## src/rtl/qp_ram_wr_arbiter.sv

```systemverilog
// Write-port controller for the 64x16 quad-port RAM: round-robin arbitration of
// NREQ requesters onto port A, plus a clear sweep after reset or on request.
module qp_ram_wr_arbiter #(
  parameter int              NREQ    = 4,
  parameter int              AW      = 6,
  parameter int              DW      = 16,
  parameter logic [DW-1:0]   CLR_VAL = '0
) (
  input  logic                 clk,
  input  logic                 rst_n,
  input  logic                 clr_req,
  input  logic [NREQ-1:0]      req_valid,
  output logic [NREQ-1:0]      req_ready,
  input  logic [NREQ*AW-1:0]   req_addr,
  input  logic [NREQ*DW-1:0]   req_data,
  output logic                 ram_we,
  output logic [AW-1:0]        ram_addr,
  output logic [DW-1:0]        ram_di,
  output logic                 busy,
  output logic [2:0]           gnt_id,
  output logic [15:0]          wr_cnt
);

  localparam int PW = (NREQ > 1) ? $clog2(NREQ) : 1;

  typedef enum logic {CLEAR, RUN} state_t;

  typedef struct packed {
    logic          we;
    logic [AW-1:0] addr;
    logic [DW-1:0] di;
  } wr_t;

  state_t                     state, stateNxt;
  logic [AW-1:0]              sweepCnt;
  logic [PW-1:0]              rrPtr, rrNxt;
  wr_t                        wrQ;
  logic                       sweepWr;
  logic [NREQ-1:0][AW-1:0]    addrArr;
  logic [NREQ-1:0][DW-1:0]    dataArr;
  logic [PW-1:0]              winId;
  logic [PW:0]                idx;
  logic                       anyWin, grantEn, xfer;

  assign addrArr = req_addr;
  assign dataArr = req_data;

  // Rotating search from the RR pointer; first valid requester wins.
  always_comb begin
    winId  = '0;
    anyWin = 1'b0;
    idx    = '0;
    for (int k = 0; k < NREQ; k++) begin
      idx = {1'b0, rrPtr} + (PW+1)'(k);
      if (idx >= (PW+1)'(NREQ)) idx = idx - (PW+1)'(NREQ);
      if (!anyWin && req_valid[idx[PW-1:0]]) begin
        anyWin = 1'b1;
        winId  = idx[PW-1:0];
      end
    end
  end

  // clr_req preempts any grant in the cycle it is seen.
  assign grantEn = rst_n && (state == RUN) && !clr_req;
  assign xfer    = grantEn && anyWin;
  assign rrNxt   = (winId == PW'(NREQ-1)) ? '0 : winId + 1'b1;

  always_comb begin
    req_ready = '0;
    if (xfer) req_ready[winId] = 1'b1;
  end

  always_comb begin
    stateNxt = state;
    case (state)
      CLEAR:   if (sweepCnt == '1) stateNxt = RUN;
      RUN:     if (clr_req)        stateNxt = CLEAR;
      default:                     stateNxt = CLEAR;
    endcase
  end

  always_ff @(posedge clk) begin
    if (!rst_n) begin
      state    <= CLEAR;
      sweepCnt <= '0;
      rrPtr    <= '0;
      wrQ      <= '0;
      sweepWr  <= 1'b0;
      gnt_id   <= '0;
      wr_cnt   <= '0;
    end else begin
      state   <= stateNxt;
      sweepWr <= (state == CLEAR);
      wrQ.we  <= 1'b0;
      if (state == CLEAR) begin
        wrQ      <= '{we: 1'b1, addr: sweepCnt, di: CLR_VAL};
        sweepCnt <= sweepCnt + 1'b1;
      end else if (clr_req) begin
        sweepCnt <= '0;
      end else if (xfer) begin
        wrQ      <= '{we: 1'b1, addr: addrArr[winId], di: dataArr[winId]};
        gnt_id   <= 3'(winId);
        wr_cnt   <= wr_cnt + 16'd1;
        rrPtr    <= rrNxt;
      end
    end
  end

  assign ram_we   = wrQ.we;
  assign ram_addr = wrQ.addr;
  assign ram_di   = wrQ.di;
  // Held through the cycle the final sweep write is on the port.
  assign busy     = (state == CLEAR) || sweepWr;

endmodule

```

## config.mk

```make
export PLATFORM = sky130hd
export DESIGN_NAME = qp_ram_wr_arbiter
export DESIGN_NICKNAME = d
export VERILOG_FILES = /design/src/rtl/qp_ram_wr_arbiter.sv
export SDC_FILE = /design/constraint.sdc
export NUM_CORES = 1
export LEC_CHECK = 0
export CAP_MARGIN = 25
export CORE_UTILIZATION = 43
export CTS_BUF_LIST = sky130_fd_sc_hd__clkbuf_4
export DETAILED_ROUTE_END_ITERATION = 8
export GPL_TIMING_DRIVEN = 0
export PLACE_DENSITY_LB_ADDON = 0.15
export SYNTH_ARGS = -nofsm -noshare
export SYNTH_HDL_FRONTEND = slang
export SYNTH_SLANG_ARGS = --single-unit
export TNS_END_PERCENT = 50
```

## constraint.sdc

```tcl
create_clock -name clk -period 2.2 [get_ports clk]
set_input_delay 0.44 -clock clk [delete_from_list [all_inputs] [get_ports clk]]
set_output_delay 0.44 -clock clk [all_outputs]
set_load 0.01 [all_outputs]
```

## After elaboration in Yosys (flattened, before gate mapping)

Cells that the tools add are included.

- Input port bits: 95
- Register bits: 51
- Logic and storage cells: 88
- Memory bits (writable): 0
- Memories: 0
- Latch bits: 0
- ROM bits: 0

- Shifts and indexed selects: 0
- Multiply operators: 0
- Reduce and logical (&&, ||, !) cells: 16
- Add/sub/neg operators: 10
- Muxes and demuxes: 36
- Div/mod/pow operators: 0
- Eq/ne operators: 5
- Bitwise logic cells: 2
- Order comparisons: 10

Operators with widths:

| operator | number |
|---|---|
| 2-to-1 mux 23 bit | 3 |
| binary-select mux 16 bit (select 2 bit) | 1 |
| 2-to-1 mux 2 bit | 9 |
| 2-to-1 mux 6 bit | 3 |
| adder 16 x 1 -> 16 bit (second input constant) | 1 |
| 2-to-1 mux 16 bit | 1 |
| < comparator 2 x 3 -> 1 bit (second input constant) | 5 |
| binary-select mux 6 bit (select 2 bit) | 1 |
| 2-to-1 mux 1 bit | 11 |
| >= comparator 3 bit (second input constant) | 3 |
| binary-select mux 1 bit (select 2 bit) | 4 |
| subtractor 2 x 1 -> 2 bit (second input constant) | 4 |
| logical AND 1 bit | 7 |
| adder 2 x 2 -> 3 bit (second input constant) | 2 |
| adder 6 x 1 -> 6 bit (second input constant) | 1 |
| equality test 6 bit (second input constant) | 1 |
| AND reduction 2 bit | 3 |
| zero test 1 bit | 4 |
| 2-to-1 mux 4 bit | 1 |
| != test 2 bit (second input constant) | 2 |
| adder 2 x 1 -> 3 bit (second input constant) | 1 |
| >= comparator 2 x 3 -> 1 bit (second input constant) | 1 |
| AND reduction 3 bit | 1 |
| adder 2 x 1 -> 2 bit (second input constant) | 1 |
| 7 further kinds | 8 |

## Logic depth before layout (Yosys ltp)

Gate-level depths: netlist (run 1).

- Depth in word-level cells: 19
- Depth in mapped cells: 8
- Mapped depth without buffers: 7

## Worst setup path after synthesis (run 1)

No wires, ideal clock.

- Path type: in2out
- Start: input port req_valid[2]
- End: output port req_ready[3]
- Path slack: 0.162 ns
- Path buffers: 1
- Stages: 7
- Data arrival time: 1.598 ns
- Cell sequence: nor2b_1 > a311o_2 > nand2_2 > inv_2 > buf_6 > ha_1 > and3_1

- Longest elaborated chain between the ends: 17
- Elaborated cells between the ends (all ways): 29
- Classes of those cells: order compare (2); mux (19); reduce/logical (8)

Ends and longest elaborated chain:

| what | line | RTL |
|---|---|---|
| from (decl) | 12 | `input logic [NREQ-1:0] req_valid,` |
| binary-select mux 1 bit (select 2 bit) | 56 | `if (!anyWin && req_valid[idx[PW-1:0]]) begin` |
| 2-to-1 mux 1 bit (not written as such) | 56 |  |
| 2-to-1 mux 1 bit | 56 |  |
| zero test 1 bit | 56 |  |
| logical AND 1 bit | 56 |  |
| 2-to-1 mux 1 bit | 56 |  |
| zero test 1 bit | 56 |  |
| logical AND 1 bit | 56 |  |
| (+2 left out) | - |  |
| logical AND 1 bit | 56 |  |
| 2-to-1 mux 2 bit (*) | 56 |  |
| net winId[1] | 41 | `logic [PW-1:0] winId;` |
| < comparator 2 x 3 -> 1 bit (not written as such) / >= comparator 2 x 1 -> 1 bit (equally long branches) | 70 | `if (xfer) req_ready[winId] = 1'b1;` |
| logical AND 1 bit (not written as such) | 70 |  |
| 2-to-1 mux 1 bit (not written as such) | 70 |  |
| demux 1 bit (select 2 bit) (*) | 70 |  |
| 2-to-1 mux 4 bit (*) | 70 |  |
| to (decl) | 13 | `output logic [NREQ-1:0] req_ready,` |

The timed path passes the listed nets; every way through them passes the cells marked *. The select of a mux whose other input is x is not followed.

## Worst setup path in the final report (run 1)

- Start: input port req_valid[3]
- End: output port req_ready[2]

Same word-level chain as after synthesis.

==> results.json, run 1 <==
{
  "status": "complete, but fails checks",
  "violations": "negative setup slack",
  "synth_seq_area_share": 0.337,
  "period_minus_slack_ps": 2260,
  "clk_latency_ps": 370,
  "required_ps": 1760,
  "setup_tns_ps": -236,
  "cpMaxStageDelayCell": "clkdlybuf4s15_2",
  "worstPathMaxFanout": 5,
  "overflow": 0,
  "die_area_sq_mm": 0.00738,
  "internal-power_mw": 1.30,
  "antenna_left": 0,
  "hp-class": "in -> reg",
  "gp_congestion": 0.804,
  "drtPass1Iterations": 4,
  "cts_hold_buf": 0,
  "postSynthCellCount": 333,
  "finClkSkew_ps": 7.77,
  "p_leak_nw": 1.88,
  "reg2reg_setup_slack_ps": 270,
  "grt_pass1_wl_um": 14000,
  "initialDrtViolationCount": 77,
  "synth.avg_cell_area_sq_um": 9.10,
  "finalInstanceArea_sq_mm": 0.00478,
  "final_nets": 592,
  "core_region_area_sq_mm": 0.00679,
  "cts_num_sinks": 51,
  "cts_tree": "done",
  "crit_path_start_kind": "input port",
  "finalWorstSetupSlack_ps": -61.6,
  "worstPathCellList": "clkdlybuf4s15_2 -> nor2b_1 -> o21a_4 -> nor3_4 -> inv_2 -> ha_2 -> and3_1 -> buf_2",
  "maxCapViolations": 0,
  "clk_pin_slew_ps": 160,
  "layout_commonest_cell": "clkdlybuf4s50_1",
  "chipHeight_um": 85.9,
  "p_switching_mw": 0.463,
  "ioPinCount": 142,
  "yosysUniqueCellTypes": 47,
  "finalHoldViolCount": 0,
  "rsz0062_at_grt": "yes",
  "fp.dieW_um": 85.9,
  "wl_um": 8670,
  "wl_per_cell_um": 14.8,
  "cp.arrival_ps": 1820,
  "drive_above_1_share": 0.154,
  "swShare": 0.262,
  "drv_slew": 0,
  "cts_max_path_buffers": 2,
  "fin_crit_sh": 1.03,
  "synth-async-reset-ratio": 0,
  "synth_flop_cell": "dfxtp_1",
  "max_stage_delay_ps": 270,
  "finalCoreUtilization": 0.703,
  "place_area_sq_mm": 0.00455,
  "ys_seq_elements": 51,
  "synth_area_sq_mm": 0.00303,
  "fillCellCount": 579,
  "cp-end-kind": "output port",
  "via_per_inst": 5.21,
  "grt_max_degree": 18,
  "io_buffers": 140,
  "critical_path_class": "in -> out",
  "setup_viol_count_final": 4,
  "cts_made_buffers": 5,
  "ys_warn_count": 0,
  "area_growth_pct": 57.7,
  "rows": 30,
  "power_density_mw_per_mm2": 370,
  "drc_errors": 0,
  "clockRootBuffer": "clkbuf_4",
  "synth_edf_count": 0,
  "vias": 3062,
  "antenna_cells": 0,
  "irDropWorstVdd_mv": 0.289,
  "track_usage": 0.236,
  "place_hpwl_um": 6640,
  "antenna_found_initial": 0,
  "grt_pass1_vias": 2927,
  "finalPower_mw": 1.77,
  "layout_common_cells": "clkdlybuf4s50_1 (131), dfxtp_1 (49), nand2_1 (34)",
  "max_freq_ghz": 0.442,
  "ctsHtreeMaxLevel": 2,
  "initial_core_util": 0.446,
  "syn_nets": 434,
  "comb_power_share": 0.211,
  "power_frac_seq": 0.533,
  "clkPwrFrac": 0.256
}
final cells by class:
cell class / count / area (sq um) / share of cell area
multi-input combinational: 255 / 1940 / 0.406
timing repair buffer: 153 / 1490 / 0.311
sequential: 51 / 1030 / 0.215
buffer: 21 / 125 / 0.0262
tap: 96 / 120 / 0.0251
clock buffer: 5 / 37.5 / 0.00786
clock inverter: 3 / 22.5 / 0.00471
inverter: 4 / 22.5 / 0.00471
cells in the mapped netlist, drive strengths merged (9+ instances only):
cell,n,area [sq um]
dfxtp,51,1020
nand2,35,134
mux2i,29,290
and3,25,161
o21ai,25,125
a21boi,20,150
and2,17,106
o211ai,17,163
nand3,13,80.1
buf,12,97.6
clkbuf,11,41.3
xnor2,11,96.3
nor2b,9,56.3
routing by layer:
layer	vias up	wire, um	global-route usage
met5	-	0	0
met4	0	199	0.0758
met3	18	493	0.0452
met2	109	4370	0.413
met1	1421	3610	0.291
li1	1514	-	-
worst max-delay path, delay by kind of cell:
kind	cells	cell delay, ps
simple gates	3	500
fa+ha+maj	1	170
compound gates	1	230
buf+inv	3	480
path summary, 6_finish.rpt:
path	from	depth (start not counted)	to
hold / removal	clr_req	3	sweepCnt[1]$_SDFFE_PN0P_
setup reg to reg	state$_SDFF_PN0_	7	ram_di[10]$_SDFFE_PN0P_
hold reg to reg	ram_di[12]$_SDFFE_PN0P_	2	ram_di[12]$_SDFFE_PN0P_
setup / recovery	req_valid[3]	8	req_ready[2]
logic make-up after synthesis:
logic type | Yosys count | share of synthesized area
xor gates and xnor gates | 15 | 0.0434
and+or+nand+nor | 121 | 0.245
DFF | 51 | 0.337
adders and majority gates | 6 | 0.0248
other | 1 | 0.00124
buffers and inverters | 27 | 0.0508
muxes | 29 | 0.0958
AOI/OAI and AO/OA | 83 | 0.202
state kept, by name, indices dropped and copies added, names as in the netlist:
signal / count
wr_cnt: 16
sweepWr: 1
rrPtr: 2
gnt_id: 2
ram_di: 16
state: 1
ram_we: 1
sweepCnt: 6
ram_addr: 6
power groups by stage:
stage	Combinational, mW	Sequential (mW)	Clock, mW
after floorplan	0.132	0.962	0
after global placement	0.338	0.962	0
after detailed placement	0.344	0.962	0
after CTS	0.368	0.941	0.471
after global routing	0.400	0.943	0.508
final	0.372	0.941	0.452
through the flow:
step	hold WS (ps)	setup slack (ps)	cells
global route	477	-119	588
global placement	454	-938	569
CTS	493	-69.9	586
finish	476	-61.6	588
floorplan	502	162	333
detailed placement	459	-1010	569
timing repair:
action / in CTS / in global routing
gates cloned: 0 / 0
setup endpoints to repair: 4 / 4
pin swaps: 6 / 2
resized for setup: 52 / 8
buffers inserted: 11 / 2
Power figures use the tool's default switching activity.
==> inputs of run 2 (changes only) <==
RECOVER_POWER = 25   (was default)
==> run 2 against run 1 <==
Against the previous run: the run still ends with negative setup slack left; via count down 0.13%; first-iteration DRC count did not move; die area unchanged; hold slack worse by 1.4 ps; utilization is the same; global-route usage did not move; critical endpoint unchanged; largest cell class unchanged; largest power group unchanged.
==> results.json, run 2 (synthesis results as in run 1) <==
{
  "status": "complete, but fails checks",
  "violations": "negative setup slack",
  "layout_commonest_cell": "clkdlybuf4s50_1",
  "clk_latency_ps": 380,
  "setup_tns_ps": -236,
  "initialDrtViolationCount": 77,
  "wl_per_cell_um": 14.8,
  "rows": 30,
  "drive_above_1_share": 0.154,
  "finClkSkew_ps": 8.60,
  "dr_wl_met2_um": 4370,
  "antenna_found_initial": 0,
  "place_hpwl_um": 6640,
  "fp.dieW_um": 85.9,
  "critical_path_class": "in -> out",
  "max_freq_ghz": 0.442,
  "grt_pass1_wl_um": 14000,
  "initial_core_util": 0.446,
  "required_ps": 1760,
  "cp.arrival_ps": 1820,
  "chipHeight_um": 85.9,
  "ioPinCount": 142,
  "worstSetupPathDepth": 8,
  "clockRootBuffer": "clkbuf_4",
  "cts_tree": "done",
  "vias": 3058,
  "drv_slew": 0,
  "core_region_area_sq_mm": 0.00679,
  "max_stage_delay_ps": 270,
  "drtPass1Iterations": 4,
  "worstPathCellList": "clkdlybuf4s15_2 -> nor2b_1 -> o21a_4 -> nor3_4 -> inv_2 -> ha_2 -> and3_1 -> buf_2",
  "cts_num_sinks": 51,
  "cts_hold_buf": 0,
  "ctsHtreeMaxLevel": 2,
  "clk_pin_slew_ps": 160,
  "io_buffers": 140,
  "area_growth_pct": 57.7,
  "layout_common_cells": "clkdlybuf4s50_1 (130), dfxtp_1 (49), nand2_1 (34)",
  "die_area_sq_mm": 0.00738,
  "grt_max_degree": 18,
  "overflow": 0,
  "fin_crit_sh": 1.03,
  "min_path_cells": 3,
  "grt_pass1_vias": 2927,
  "reg2reg_depth": 7,
  "cp-end-kind": "output port",
  "power_density_mw_per_mm2": 370,
  "drc_errors": 0,
  "final_nets": 592,
  "maxCapViolations": 0,
  "via_per_inst": 5.20,
  "met3_length_um": 504,
  "worstPathMaxFanout": 5,
  "gp_congestion": 0.804,
  "wl_met1_um": 3600,
  "wl_um": 8680,
  "crit_family": "simple AND/OR/NAND/NOR gates",
  "cts_made_buffers": 5,
  "finalHoldViolCount": 0,
  "irDropWorstVdd_mv": 0.289,
  "top_layer": "met4",
  "crit_path_start_kind": "input port",
  "fillCellCount": 579,
  "cts_max_path_buffers": 2,
  "finalWorstSetupSlack_ps": -61.6,
  "antenna_cells": 0,
  "setup_viol_count_final": 4,
  "cpMaxStageDelayCell": "clkdlybuf4s15_2",
  "track_usage": 0.236,
  "antenna_left": 0,
  "rsz0062_at_grt": "yes",
  "finalCoreUtilization": 0.703,
  "p_leak_nw": 1.88,
  "hp-class": "in -> reg",
  "period_minus_slack_ps": 2260,
  "worst-path-buf-inv": 3
}
[run 2: power breakdown]
group / internal [mW] / switching, mW
logic: 0.237 / 0.134
clock network: 0.132 / 0.321
registers: 0.932 / 0.00876
total: 1.30 / 0.464
[run 2: worst min-delay path: stages]
cell and delay (ps):
dlymetal6s2s_1 180, nand3b_1 130, a21boi_0 70
[run 2: through the flow]
stage                     worst slack [ps]  power, mW  hold slack (ps)  cells  area [sq um]
after CTS                            -69.9       1.78              493    586          4740
after detailed placement             -1010       1.31              459    569          4550
final                                -61.6       1.77              475    588          4780
after global placement                -938       1.30              454    569          4550
after floorplan                        162       1.09              502    333          3030
after global routing                  -119       1.85              477    588          4780
[run 2: area by class of cell]
class,count,area [sq um],share of cell area
Tap cell,96,120,0.0251
Buffer,21,125,0.0262
Timing Repair Buffer,153,1490,0.311
Multi-Input combinational cell,255,1940,0.406
Sequential cell,51,1030,0.215
Clock buffer,5,37.5,0.00786
Inverter,4,22.5,0.00471
Clock inverter,3,22.5,0.00471
[run 2: metal layers]
layer,vias to the layer above,global-route usage
li1,1513,-
met1,1414,0.291
met2,113,0.413
met3,18,0.0452
met4,0,0.0758
met5,-,0
[run 2: final timing paths]
check | start | to | slack (ps)
worst max-delay path | req_valid[3] | req_ready[2] | -60
worst min-delay path | clr_req | sweepCnt[1]$_SDFFE_PN0P_ | 470
worst max register to register | state$_SDFF_PN0_ | ram_di[10]$_SDFFE_PN0P_ | 270
worst min register to register | ram_di[12]$_SDFFE_PN0P_ | ram_di[12]$_SDFFE_PN0P_ | 490
[run 2: repair_timing]
item                       in CTS  in global routing
setup endpoints to repair       4                  4
resized for setup              52                  8
pin swaps                       6                  2
buffers inserted               11                  2
